`config.mk`:
```
export PLATFORM = sky130hd
export DESIGN_NAME = pixel_plot_sink
export DESIGN_NICKNAME = d
export VERILOG_FILES = /design/src/rtl/pixel_plot_sink.sv
export SDC_FILE = /design/constraint.sdc
export NUM_CORES = 1
export LEC_CHECK = 0
export CAP_MARGIN = 25
export CORE_ASPECT_RATIO = 1.5
export CORE_MARGIN = 2
export CORE_UTILIZATION = 40
export DETAILED_ROUTE_END_ITERATION = 8
export SYNTH_ARGS = -nofsm -noshare
export SYNTH_HDL_FRONTEND = slang
export SYNTH_SLANG_ARGS = --single-unit
```
`constraint.sdc`:
```
create_clock -name clk -period 11.29 [get_ports clk]
set_clock_uncertainty 0.15 [all_clocks]
set_input_delay 1.129 -clock clk [delete_from_list [all_inputs] [get_ports clk]]
set_output_delay 1.129 -clock clk [all_outputs]
set_load 0.02 [all_outputs]
```
`src/rtl/pixel_plot_sink.sv`:
```
// Pixel-draw sink: FIFO-buffered {x,y} -> linear framebuffer writes plus a full-screen clear engine.
// Optional `PLOT_COLOUR_KEY_EN: pixels in KEY_COLOUR are consumed without a write.
module pixel_plot_sink #(
    parameter int         FIFO_DEPTH   = 8,
    parameter int         SCREEN_W     = 160,
    parameter int         SCREEN_H     = 120,
    parameter logic [8:0] CLEAR_COLOUR = 9'h000,
    parameter logic [8:0] KEY_COLOUR   = 9'h1C7
) (
    input  logic        clk,
    input  logic        resetn,
    input  logic        valid,
    input  logic [8:0]  colour,
    input  logic [14:0] coordinates,
    output logic        ready,
    input  logic        clear_req,
    output logic        clear_busy,
    input  logic        fb_stall,
    output logic        fb_wren,
    output logic [14:0] fb_addr,
    output logic [8:0]  fb_data,
    output logic [7:0]  drop_count,
    output logic        idle
);
    localparam int          AW        = $clog2(FIFO_DEPTH);
    localparam logic [14:0] LAST_ADDR = 15'(SCREEN_W * SCREEN_H - 1);

    localparam logic [1:0] S_RUN   = 2'd0;
    localparam logic [1:0] S_DRAIN = 2'd1;
    localparam logic [1:0] S_CLEAR = 2'd2;

    logic [1:0]  state;
    logic [23:0] mem [FIFO_DEPTH];
    logic [AW:0] wr_ptr, rd_ptr, fifo_count;
    logic        empty, full, push, pop;
    logic [23:0] head;
    logic [7:0]  head_x;
    logic [6:0]  head_y;
    logic [8:0]  head_col;
    logic        in_range, keyed;
    logic [14:0] head_addr;
    logic [14:0] clr_addr;
    logic        wr_q;

    assign fifo_count = wr_ptr - rd_ptr;
    assign empty      = (wr_ptr == rd_ptr);
    assign full       = (fifo_count == (AW+1)'(FIFO_DEPTH));
    assign ready      = resetn && !full && (state == S_RUN);
    assign push       = valid && ready;
    assign pop        = !empty && !fb_stall && (state != S_CLEAR);

    assign head     = mem[rd_ptr[AW-1:0]];
    assign head_col = head[23:15];
    assign head_x   = head[14:7];
    assign head_y   = head[6:0];
    assign in_range = (32'(head_x) < SCREEN_W) && (32'(head_y) < SCREEN_H);
    // y*160 as two shifts; only valid for the 160-wide screen
    assign head_addr = ({8'd0, head_y} << 7) + ({8'd0, head_y} << 5) + {7'd0, head_x};

`ifdef PLOT_COLOUR_KEY_EN
    assign keyed = (head_col == KEY_COLOUR);
`else
    assign keyed = 1'b0;
`endif

    // The output register holds a pending write while the port is stalled
    assign fb_wren    = wr_q && !fb_stall;
    assign clear_busy = (state != S_RUN);
    assign idle       = (state == S_RUN) && empty && !wr_q;

    always_ff @(posedge clk) begin
        if (push) mem[wr_ptr[AW-1:0]] <= {colour, coordinates};
    end

    always_ff @(posedge clk or negedge resetn) begin
        if (!resetn) begin
            wr_ptr <= '0;
            rd_ptr <= '0;
        end else begin
            if (push) wr_ptr <= wr_ptr + 1'b1;
            if (pop)  rd_ptr <= rd_ptr + 1'b1;
        end
    end

    always_ff @(posedge clk or negedge resetn) begin
        if (!resetn) begin
            state      <= S_RUN;
            wr_q       <= 1'b0;
            fb_addr    <= '0;
            fb_data    <= '0;
            drop_count <= '0;
            clr_addr   <= '0;
        end else begin
            if (!fb_stall) begin
                wr_q <= 1'b0;
                if (state == S_CLEAR) begin
                    if (clr_addr <= LAST_ADDR) begin
                        wr_q     <= 1'b1;
                        fb_addr  <= clr_addr;
                        fb_data  <= CLEAR_COLOUR;
                        clr_addr <= clr_addr + 1'b1;
                    end
                end else if (pop) begin
                    if (!in_range) begin
                        if (drop_count != 8'hFF) drop_count <= drop_count + 1'b1;
                    end else if (!keyed) begin
                        wr_q    <= 1'b1;
                        fb_addr <= head_addr;
                        fb_data <= head_col;
                    end
                end
            end
            case (state)
                S_RUN:   if (clear_req) state <= S_DRAIN;
                S_DRAIN: if (empty && !wr_q) begin
                    state    <= S_CLEAR;
                    clr_addr <= '0;
                end
                S_CLEAR: if (!fb_stall && wr_q && fb_addr == LAST_ADDR) state <= S_RUN;
                default: state <= S_RUN;
            endcase
        end
    end
endmodule

```
# Yosys cells after proc, flatten, opt, wreduce, memory -nomap -nowiden
# Memory sizes are Yosys's and may differ from the RTL's.
# Cells that the tools add are included.
# op_classes
n_reduce_logical,22
n_bitwise,3
order_cmp,3
n_addsub,7
muxes,23
n_eq_ne,11
# ops
cell,count
$mux W15,9
$mux W9,4
$add A14 B12 Y15,1
$add A15 B1 Y15 const B,1
$add A15 B8 Y15,1
$eq A15 B15 Y1 const B,1
$le A15 B15 Y1 const B,1
$logic_and A1 B1 Y1,11
$add A4 B1 Y4 const B,2
$add A8 B1 Y8 const B,1
$lt A8 B8 Y1 const B,1
$ne A8 B8 Y1 const B,1
$lt A7 B7 Y1 const B,1
$mux W1,6
$mux W2,3
$ne A2 B2 Y1 const B,3
$pmux W2 S3,1
$reduce_bool A2 Y1,3
$reduce_and A5 Y1,1
$eq A4 B4 Y1,1
$eq A4 B4 Y1 const B,1
$logic_not A1 Y1,4
$ne A2 B1 Y1 const B,2
$reduce_and A4 Y1,1
6 further kinds,8
# totals
word_cells,78
mem_count,1
ram_bits,192
inputBits,29
out_inout_bits,36
regBits,58
# memory_table
memory,depth,word_bits,rd,rd_ports_with_merged_regs,write_ports,line,source
mem,8,24,1,0,1,33,logic [23:0] mem [FIFO_DEPTH];

# Longest topological paths before layout
# Gate-level depths: netlist (run 1).
# logic_depth
depth_word,8
depth_mapped,16
depth_no_buf,13

# Worst setup path before layout (run 1)
# Ideal clock, no wire load.
# synth_path
path_kind,register to register
start,register rd_ptr[1]
end,memory mem[2][0] (enable)
arrival_ps,4153
synth_period_minus_slack_ps,4743
setup_ps,440
slack_ps,6547
n_path_buf,3
path_stages_with_launch,12
required_ps,10700
cell_sequence,dfrtp_1 -> buf_2 -> buf_1 -> inv_1 -> ha_1 -> nor2b_1 -> o211ai_1 -> a21oi_1 -> nor4bb_1 -> clkbuf_1 -> nand2_1 -> nor3b_1
# synth_via
elab_chain_len,8
# synth_rtl
element,line,source
from (decl),34,"logic [AW:0] wr_ptr, rd_ptr, fifo_count;"
from (signal assigned),81,if (pop) rd_ptr <= rd_ptr + 1'b1;
$sub A4 B4 Y4,45,assign fifo_count = wr_ptr - rd_ptr;
$eq A4 B4 Y1,47,assign full = (fifo_count == (AW+1)'(FIFO_DEPTH));
$logic_not A1 Y1,48,assign ready = resetn && !full && (state == S_RUN);
$logic_and A1 B1 Y1 (2 in series),48,
$logic_and A1 B1 Y1,49,assign push = valid && ready;
$mux W1,72,"if (push) mem[wr_ptr[AW-1:0]] <= {colour, coordinates};"
$mux W1 (implied by the code),72,
to (decl),33,
# Every way passes these cells.

# Worst setup path in the final report (run 1)
# layout_path
start,register rd_ptr[2]
end,output ready
# layout_via
elab_chain_len,5
# layout_rtl
element,line,source
$sub A4 B4 Y4,45,
$eq A4 B4 Y1,47,
$logic_not A1 Y1,48,
$logic_and A1 B1 Y1 (2 in series),48,
to (decl),15,"output logic ready,"
# Every way passes these cells.

==> results.py, run 1 <==
metrics = {
    "logic_synthesis": {
        "synthTopCellsByCount": "edfxtp_1, nand2_1, dfrtp_1, mux4_2, nor2_1",
        "synthMostInstantiatedCell": "edfxtp_1",
        "post_synthesis_cell_area_sq_um": 10800,
        "yosysSeqAreaShare_pct": 67.1,
        "synth.yosys.warnings": 0,
        "post_synth_and_or_nand_nor_area_fraction_pct": 7.21,
        "syn-mean-instance-area_sq_um": 16.7,
        "netlist_top_cells_area": "edfxtp_1, dfrtp_1, mux4_2, nand2_1, mux2_4",
        "yosys.cell_types.count": 61,
        "ys.flop_type": "edfxtp_1",
        "synth_largest_type_area_fraction_pct": 53.6,
        "synthesized_area_fraction_occupied_by_adder_cells_pct": 2.70,
        "synth_cells": 646,
        "synth_top_family_by_area": "multiplexers",
        "yosys_register_bits": 250,
        "xor_and_xnor_fraction_of_the_mapped_netlist_area_pct": 2.42,
        "mappedNetlistNets": 697,
        "compound_gate_fraction_of_synth_area_pct": 4.19,
        "yosys.area.top_type": "edfxtp_1",
        "synth-edff-count": 192,
        "muxShareOfSynthArea_pct": 14.5,
        "postSynth.asyncResetShare_pct": 23.2,
    },
    "detailed_routing": {
        "routed_via_density": 5.40,
        "drt_first_iter_violations": 407,
        "drtPass1Iterations": 5,
        "drt-total-wl_mm": 21.8,
        "final_antenna_net_count": 0,
        "via_count": 5822,
        "post-route-drc-count": 0,
        "detail_route.wl_per_cell_um": 20.2,
    },
    "grt": {
        "overflow": 0,
        "grt_start_max_net_pins": 61,
        "grt_pass1_vias": 6246,
        "wire_length_of_the_first_global_routing_pass_mm": 34.2,
        "grt.total_usage_pct": 15.9,
        "number_of_antenna_violations_at_the_first_check_in_global_routing": 0,
    },
    "floorplanning": {
        "io-pin-count": 65,
        "initial_utilization_pct": 40.6,
        "die-width_um": 138,
        "design.die.area_sq_um": 28200,
        "fp.dieH_um": 205,
        "floorplan.rows": 73,
        "core_area_sq_um": 26500,
    },
    "layout": {
        "num-nets-final": 776,
        "sequential_cell_area_sq_um": 7220,
        "final.fill_count": 2256,
        "antenna-diode-count": 0,
        "multi_input_comb_area_sq_um": 3370,
        "share_of_cells_above_drive_strength_1_pct": 19.1,
        "layout-area-overhead-vs-synth_pct": 17.5,
    },
    "run": {
        "maxCapViolations": 0,
    },
    "clock_network": {
        "clock_tree.htree_level_count": 1,
        "clock_tree.root_cell": "clkbuf_16",
        "clock_pin_transition_on_the_worst_setup_and_hold_timing_paths_ps": 70,
        "cts_resized": 0,
        "cts_post_setup_buffers_inserted": 0,
        "numClockSinks": 250,
        "worstSkewPairLatency_ps": 520,
        "cts_tree": "yes",
        "post_cts_hold_buffer_count": 0,
        "clk_path_buf_depth": 3,
        "cts-buffers-inserted": 23,
    },
    "critical_path": {
        "rr_endpoint": "fb_addr[13]$_DFFE_PN0P_",
        "critical_path_peak_fanout": 26,
        "worst_ep_arrival_time_ps": 3290,
        "setup_slack_of_the_worst_register_to_register_path_ps": 6890,
        "crit_required_ps": 10010,
        "worstSetupStartpoint": "rd_ptr[2]$_DFFE_PN0P_",
        "critical_path.reg2reg.startpoint": "rd_ptr[0]$_DFFE_PN0P_",
        "cp_cell_sequence": "inv_2, ha_1, xor3_1, or4_1, a21oi_1, nor3b_1, clkdlybuf4s50_1",
        "cp_slowest_stage_delay_ps": 540,
        "timing.critical_path.from_type": "flip-flop",
        "worst_path_dominant_cell_family": "buffers and inverters",
        "critPathCaptureType": "output port",
        "path_buf_inv": 2,
        "worstSetupPathType": "reg -> out",
        "timing.reg2reg.worst_path_depth": 14,
        "cp-endpoint": "ready",
        "cp.depth": 7,
        "cpMaxStageDelayCell": "clkdlybuf4s50_1",
    },
    "sta": {
        "final-hold-violation-count": 0,
        "final.period_utilization_pct": 40.4,
        "relSlewSlack_pct": 40.2,
        "final_critical_path_setup_slack_ps": 6720,
        "setup_tns_final_ps": 0,
        "fmaxAchievable_mhz": 219,
        "final.min_clock_period_ps": 4570,
        "grt_setup_unrepaired": "false",
        "setup_viol_count_final": 0,
        "number_of_slew_limit_violations_in_the_final_report": 0,
        "worstMarginPinSlew_ps": 885,
    },
    "placed_design": {
        "gp_routability_congestion": 0.789,
        "preCtsSetupSlack_ps": 6780,
        "port_buffers": 64,
        "dp_hpwl_mm": 13.7,
    },
    "min_path": {
        "hold_class": "reg -> reg",
        "min_from": "drop_count[7]$_DFFE_PN0P_",
    },
    "power_and_ir_drop": {
        "worst_ir_drop_vdd_mv": 0.155,
        "report.power.total_mw": 3.40,
        "leakage_power_nw": 4.59,
        "power.density_nw_per_um2": 269,
    },
    "status": {
        "status": "completed",
    },
}
## flip-flops by register name (all words and copies together), names as in the netlist
signal and count:
clr_addr 15, drop_count 8, fb_addr 15, fb_data 9, mem 192, rd_ptr 4
state 2, wr_ptr 4, wr_q 1
## cell families after synthesis
family | Yosys count
simple gates | 160
compound gates | 63
fa+ha+maj | 22
buf+inv | 41
xor+xnor | 28
mux | 82
flops | 250
## power by group
| group | switching (mW) | total [mW] | internal [mW] |
|---|---|---|---|
| logic | 0.736 | 1.42 | 0.685 |
| registers | 0.0849 | 1.17 | 1.09 |
| clock network | 0.339 | 0.808 | 0.469 |
| total | 1.16 | 3.40 | 2.24 |
## through the flow
| step | instances | hold slack [ps] | area [sq um] | util, % |
|---|---|---|---|---|
| 2_1_floorplan | 646 | 320 | 10800 | - |
| 3_3_place_gp | 1035 | 337 | 11800 | 44.6 |
| 3_5_place_dp | 1036 | 346 | 11800 | 44.7 |
| 4_1_cts | 1078 | 354 | 12600 | 47.7 |
| 5_1_grt | 1079 | 366 | 12600 | 47.7 |
| 6_report | 1079 | 358 | 12600 | 47.7 |
## worst min path at each step
stage                                end  slack [ps]  cells after the start
2_1_floorplan       state[0]$_DFFE_PN0P_         320                      1
3_3_place_gp   drop_count[7]$_DFFE_PN0P_         340                      1
3_5_place_dp   drop_count[7]$_DFFE_PN0P_         350                      1
4_1_cts        drop_count[7]$_DFFE_PN0P_         350                      1
5_1_grt        drop_count[7]$_DFFE_PN0P_         370                      1
6_report       drop_count[7]$_DFFE_PN0P_         360                      1
## worst reg2reg max path: stages (launching register included)
cell	delay [ps]
dfrtp_2	340
buf_4	410
buf_12	300
mux4_2	560
nand2_1	80
and2_1	190
fa_1	440
inv_1	120
ha_1	260
a211oi_1	250
o21bai_1	140
a2111oi_0	590
nor3_1	130
o31a_1	260
mux2i_1	120
## cells in the final DEF (no fill, tap or decap), types with 8 or more instances in the layout
cell,count
mux2_4,18
mux4_1,9
inv_1,14
o21ai_0,15
edfxtp_1,192
clkbuf_16,23
clkdlybuf4s50_1,63
dfrtp_1,56
buf_4,14
a21oi_1,17
xnor2_1,8
nor2_1,26
ha_1,20
xor2_1,19
nand2_1,78
mux2i_1,8
mux4_2,39
## routing by layer
metal	vias to the layer above	part of all wire, %	global-route usage [%]
li1	2649	-	-
met1	3018	40	19.4
met2	118	54	28.9
met3	37	3.3	1.91
met4	0	2.6	5.58
met5	-	0	0
## area by class of cell
type | instances | area share, %
multi-input combinational | 355 | 26.6
timing repair buffer | 80 | 6.24
clock buffer | 24 | 4.58
clock inverter | 18 | 1.66
tap | 337 | 3.34
sequential | 250 | 57.1
inverter | 15 | 0.445
Power figures use the tool's default switching activity.
==> run 2: changes to the inputs <==
==> constraint.sdc (replaced) <==
create_clock -name clk -period 4.5 [get_ports clk]
set_clock_uncertainty 0.15 [all_clocks]
set_input_delay 0.45 -clock clk [delete_from_list [all_inputs] [get_ports clk]]
set_output_delay 0.45 -clock clk [all_outputs]
set_load 0.02 [all_outputs]
==> results.py, run 2 (synthesis results as in run 1) <==
metrics = {
    "clock_network": {
        "cts-buffers-inserted": 24,
        "cts_tree": "yes",
        "clock_tree.htree_level_count": 1,
        "clk_path_buf_depth": 3,
        "clock_tree.root_cell": "clkbuf_16",
        "post_cts_hold_buffer_count": 1,
        "numClockSinks": 250,
        "clock_pin_transition_on_the_worst_setup_and_hold_timing_paths_ps": 70,
        "cts_post_setup_buffers_inserted": 0,
        "worstSkewPairLatency_ps": 540,
        "cts_resized": 0,
    },
    "grt": {
        "overflow": 0,
        "grt.total_usage_pct": 16.0,
        "grt_start_max_net_pins": 54,
        "wire_length_of_the_first_global_routing_pass_mm": 34.1,
        "number_of_antenna_violations_at_the_first_check_in_global_routing": 1,
        "grt_pass1_vias": 6094,
    },
    "layout": {
        "layout.cells.most_common": "edfxtp_1",
        "num-nets-final": 783,
        "layout_common_cells": "edfxtp_1, nand2_1, clkdlybuf4s50_1",
        "largest_reg_flops": 192,
        "stdcell_area_sq_um": 12700,
        "layout-area-overhead-vs-synth_pct": 18.1,
        "share_of_cells_above_drive_strength_1_pct": 19.9,
        "final.fill_count": 2228,
    },
    "sta": {
        "final.min_clock_period_ps": 4030,
        "setup_tns_final_ps": 0,
        "setup_viol_count_final": 0,
        "relSlewSlack_pct": 52.5,
        "number_of_slew_limit_violations_in_the_final_report": 0,
        "worstMarginPinSlew_ps": 709,
        "worst_hold_slack_ps": 165,
        "final-hold-violation-count": 0,
        "grt_setup_unrepaired": "false",
        "final.period_utilization_pct": 89.6,
        "fmaxAchievable_mhz": 248,
    },
    "detailed_routing": {
        "wl_met2_mm": 11.5,
        "drt-total-wl_mm": 21.8,
        "drt-met1-wl_mm": 8.68,
        "highest_layer": "met4",
        "final_antenna_net_count": 0,
        "route.met3.wl_mm": 1.10,
        "drtPass1Iterations": 4,
        "drt_first_iter_violations": 384,
        "routed_via_density": 5.26,
        "post-route-drc-count": 0,
        "via_count": 5728,
        "detail_route.wl_per_cell_um": 20.0,
    },
    "floorplanning": {
        "io-pin-count": 65,
        "design.die.area_sq_um": 28200,
        "die-width_um": 138,
        "core_area_sq_um": 26500,
        "fp.dieH_um": 205,
        "floorplan.rows": 73,
        "initial_utilization_pct": 40.6,
    },
    "critical_path": {
        "worstSetupStartpoint": "rd_ptr[0]$_DFFE_PN0P_",
        "cp_cell_sequence": "buf_4, mux4_1, nand2_1, nand2_1, ha_1, ha_1, o21ai_0, o21bai_1, a2111oi_0, nor3_1, o31a_1, mux2i_1",
        "worst_path_dominant_cell_family": "compound AO/OA/AOI/OAI gates",
        "cp_slowest_stage_delay_ps": 630,
        "worst_ep_arrival_time_ps": 4340,
        "path_buf_inv": 1,
        "worstSetupPathType": "reg -> reg",
        "cpMaxStageDelayCell": "a2111oi_0",
        "critical_path.reg2reg.startpoint": "rd_ptr[0]$_DFFE_PN0P_",
        "critical_path_peak_fanout": 14,
        "critPathCaptureType": "flip-flop",
        "timing.critical_path.from_type": "flip-flop",
        "crit_required_ps": 4800,
    },
    "placed_design": {
        "dp_hpwl_mm": 14.1,
        "port_buffers": 64,
        "placement.cell_area_sq_um": 11900,
        "gp_routability_congestion": 0.797,
    },
    "min_path": {
        "hold_class": "in -> async",
    },
    "power_and_ir_drop": {
        "worst_ir_drop_vdd_mv": 0.377,
        "power.density_nw_per_um2": 669,
        "leakage_power_nw": 4.64,
    },
    "run": {
        "maxCapViolations": 0,
    },
    "status": {
        "status": "completed",
    },
}
run 2: final cells by class:
| cell class | count | area, sq um | area share [%] |
|---|---|---|---|
| inverter | 15 | 56.3 | 0.443 |
| clock inverter | 15 | 179 | 1.41 |
| sequential | 250 | 7220 | 56.8 |
| tap | 337 | 422 | 3.32 |
| multi-input combinational | 355 | 3370 | 26.6 |
| timing repair buffer | 86 | 803 | 6.32 |
| clock buffer | 29 | 649 | 5.11 |
| antenna | 1 | 2.50 | 0.0197 |
run 2: path summary, 6_finish.rpt:
kind | to | slack, ps | depth (start not counted)
min reg2reg | drop_count[7]$_DFFE_PN0P_ | 350 | 1
min in group clk | drop_count[7]$_DFFE_PN0P_ | 350 | 1
max | fb_addr[13]$_DFFE_PN0P_ | 470 | 12
max in group asynchronous | rd_ptr[1]$_DFFE_PN0P_ | 3040 | 3
min | fb_data[6]$_DFFE_PN0P_ | 170 | 2
max reg2reg | fb_addr[13]$_DFFE_PN0P_ | 470 | 12
run 2: metal layers:
layer	track usage [%]	up-vias
met3	2.28	35
met2	28.6	116
met5	0	-
met1	19.5	2907
li1	-	2670
met4	6.16	0
run 2: power breakdown:
part	internal [mW]	switching (mW)	total, mW	leakage (nW)
clock	1.21	0.862	2.07	0.401
combinational	1.71	1.73	3.44	1.79
sequential	2.73	0.258	2.99	2.45
run 2: metrics by stage:
| stage | util, % | total power, mW | setup WS [ps] | instances |
|---|---|---|---|---|
| CTS | 48.0 | 8.62 | 475 | 1087 |
| detailed placement | 44.8 | 6.51 | 510 | 1042 |
| floorplan | - | 5.52 | -243 | 646 |
| finish | 48.0 | 8.50 | 468 | 1088 |
| global placement | 44.8 | 6.44 | 601 | 1042 |
| global route | 48.0 | 9.05 | 148 | 1087 |
==> run 3: changes to the inputs <==
--- a/config.mk
+++ b/config.mk
@@ -9,6 +9,7 @@
 export CORE_ASPECT_RATIO = 1.5
 export CORE_MARGIN = 2
 export CORE_UTILIZATION = 40
+export CTS_CLUSTER_SIZE = 16
 export DETAILED_ROUTE_END_ITERATION = 8
 export SYNTH_ARGS = -nofsm -noshare
 export SYNTH_HDL_FRONTEND = slang
==> results of run 3 <==
Final layout, timing and power as in run 2 (identical DEF).
==> patch: new RTL, flow settings as in run 1 <==
Build with the macro `PLOT_COLOUR_KEY_EN` defined.
--- a/src/rtl/pixel_plot_sink.sv
+++ b/src/rtl/pixel_plot_sink.sv
@@ -2,2 +2,4 @@
 // Optional `PLOT_COLOUR_KEY_EN: pixels in KEY_COLOUR are consumed without a write.
+`define PLOT_COLOUR_KEY_EN
+
 module pixel_plot_sink #(
Check against the original RTL: not equivalent (a bounded check fails within 4 cycles, from zero or initial values and one cycle with resetn low).
==> patch against run 1 <==
Setup slack got worse by 330 ps; worst hold slack improved by 32 ps; wire length increased by 15%; total power increased by 5.7%; sequential cell count unchanged; synthesized area increased by 6.6%; design area increased by 4.8%.
==> patch: results <==
route:
  drtPass1Iterations: 7
  via_per_inst: 5.565
  wl_per_cell_um: 21.02
outcome:
  outcome: "finished, final reports clean"
logic_synthesis:
  ys_seq_area_frac: 0.6292
  syn_nets: 816
  yosys-top-cells-area: "edfxtp_1 (50%), dfrtp_1 (13%), mux4_2 (8.8%), nand2_1 (2.7%), ha_1 (2.2%)"
  syn_avg_cell_area_um2: 14.99
  synthTopCellsByCount: "edfxtp_1 (192), nand2_1 (81), dfrtp_1 (58), mux4_2 (45), nor2_1 (37)"
  yosysUniqueCellTypes: 77
critical_path:
  slowest_delay_ps: 650
  critPathArrivalTime_ps: 3620
  path_max_fanout: 63
  reg2reg_depth: 13
  crit_slowest_cell: "buf_4"
placed_design:
  place_ws_ps: 6445
  dp.final_hpwl_um: 16440
sta:
  whs_ps: 389.8
  max_slew.worst_pin.slew_ps: 1023
  tns_ps: 0
global_route:
  grt_pass1_vias: 6915
  grt_max_degree: 64
  grt_use_total: 0.1718
  grt_pass1_wl_um: 39580
clocking:
  numCtsBuffers: 24
layout:
  nets: 882
  fin_cells: 1194
  drive_gt1_frac: 0.1686
power:
  leakagePower_uw: 0.004717
  vdd_drop_max_mv: 0.1371
## patch: per-layer routing
metal	global-route usage	vias up	wire length (um)
met5	0	-	0
met4	0.06414	0	721
met3	0.02375	49	1127
met2	0.3040	179	12950
met1	0.2134	3320	10300
li1	-	3097	-
## patch: cell type report
| class | count | area, um^2 |
|---|---|---|
| fill | 2391 | 14810 |
| sequential | 250 | 7222 |
| multi-input combinational | 461 | 3974 |
| timing repair buffer | 80 | 755.7 |
| clock buffer | 32 | 671.9 |
| tap | 346 | 432.9 |
| clock inverter | 11 | 141.4 |
| inverter | 14 | 52.55 |
## patch: how the worst max path moves through the flow
| stage | startpoint | to | slack [ps] |
|---|---|---|---|
| floorplan | rd_ptr[2]$_DFFE_PN0P_ | mem[2][0]$_DFFE_PP_ | 6490 |
| global route | rd_ptr[0]$_DFFE_PN0P_ | fb_addr[11]$_DFFE_PN0P_ | 5970 |
| CTS | rd_ptr[1]$_DFFE_PN0P_ | ready | 6310 |
| detailed placement | rd_ptr[1]$_DFFE_PN0P_ | mem[6][23]$_DFFE_PP_ | 6440 |
| global placement | rd_ptr[0]$_DFFE_PN0P_ | fb_addr[11]$_DFFE_PN0P_ | 6560 |
| finish | rd_ptr[1]$_DFFE_PN0P_ | ready | 6390 |
## patch: cells by family (layout without fill, tap and decap cells)
kind of cell,after synthesis,after routing,share of synthesized area
flip-flops,250,250,0.6292
AND/OR/NAND/NOR,233,233,0.1067
AO/OA/AOI/OAI,99,99,0.06709
multiplexers,78,78,0.1203
buffers and inverters,54,137,0.02792
XOR/XNOR,29,29,0.02345
adder cells (fa/ha/maj),22,22,0.02531
## patch: where the power goes
| group | internal [uW] | switching, uW | leakage [uW] |
|---|---|---|---|
| clock | 487 | 340 | 0.000381 |
| sequential | 1080 | 127 | 0.00246 |
| combinational | 698 | 858 | 0.00187 |
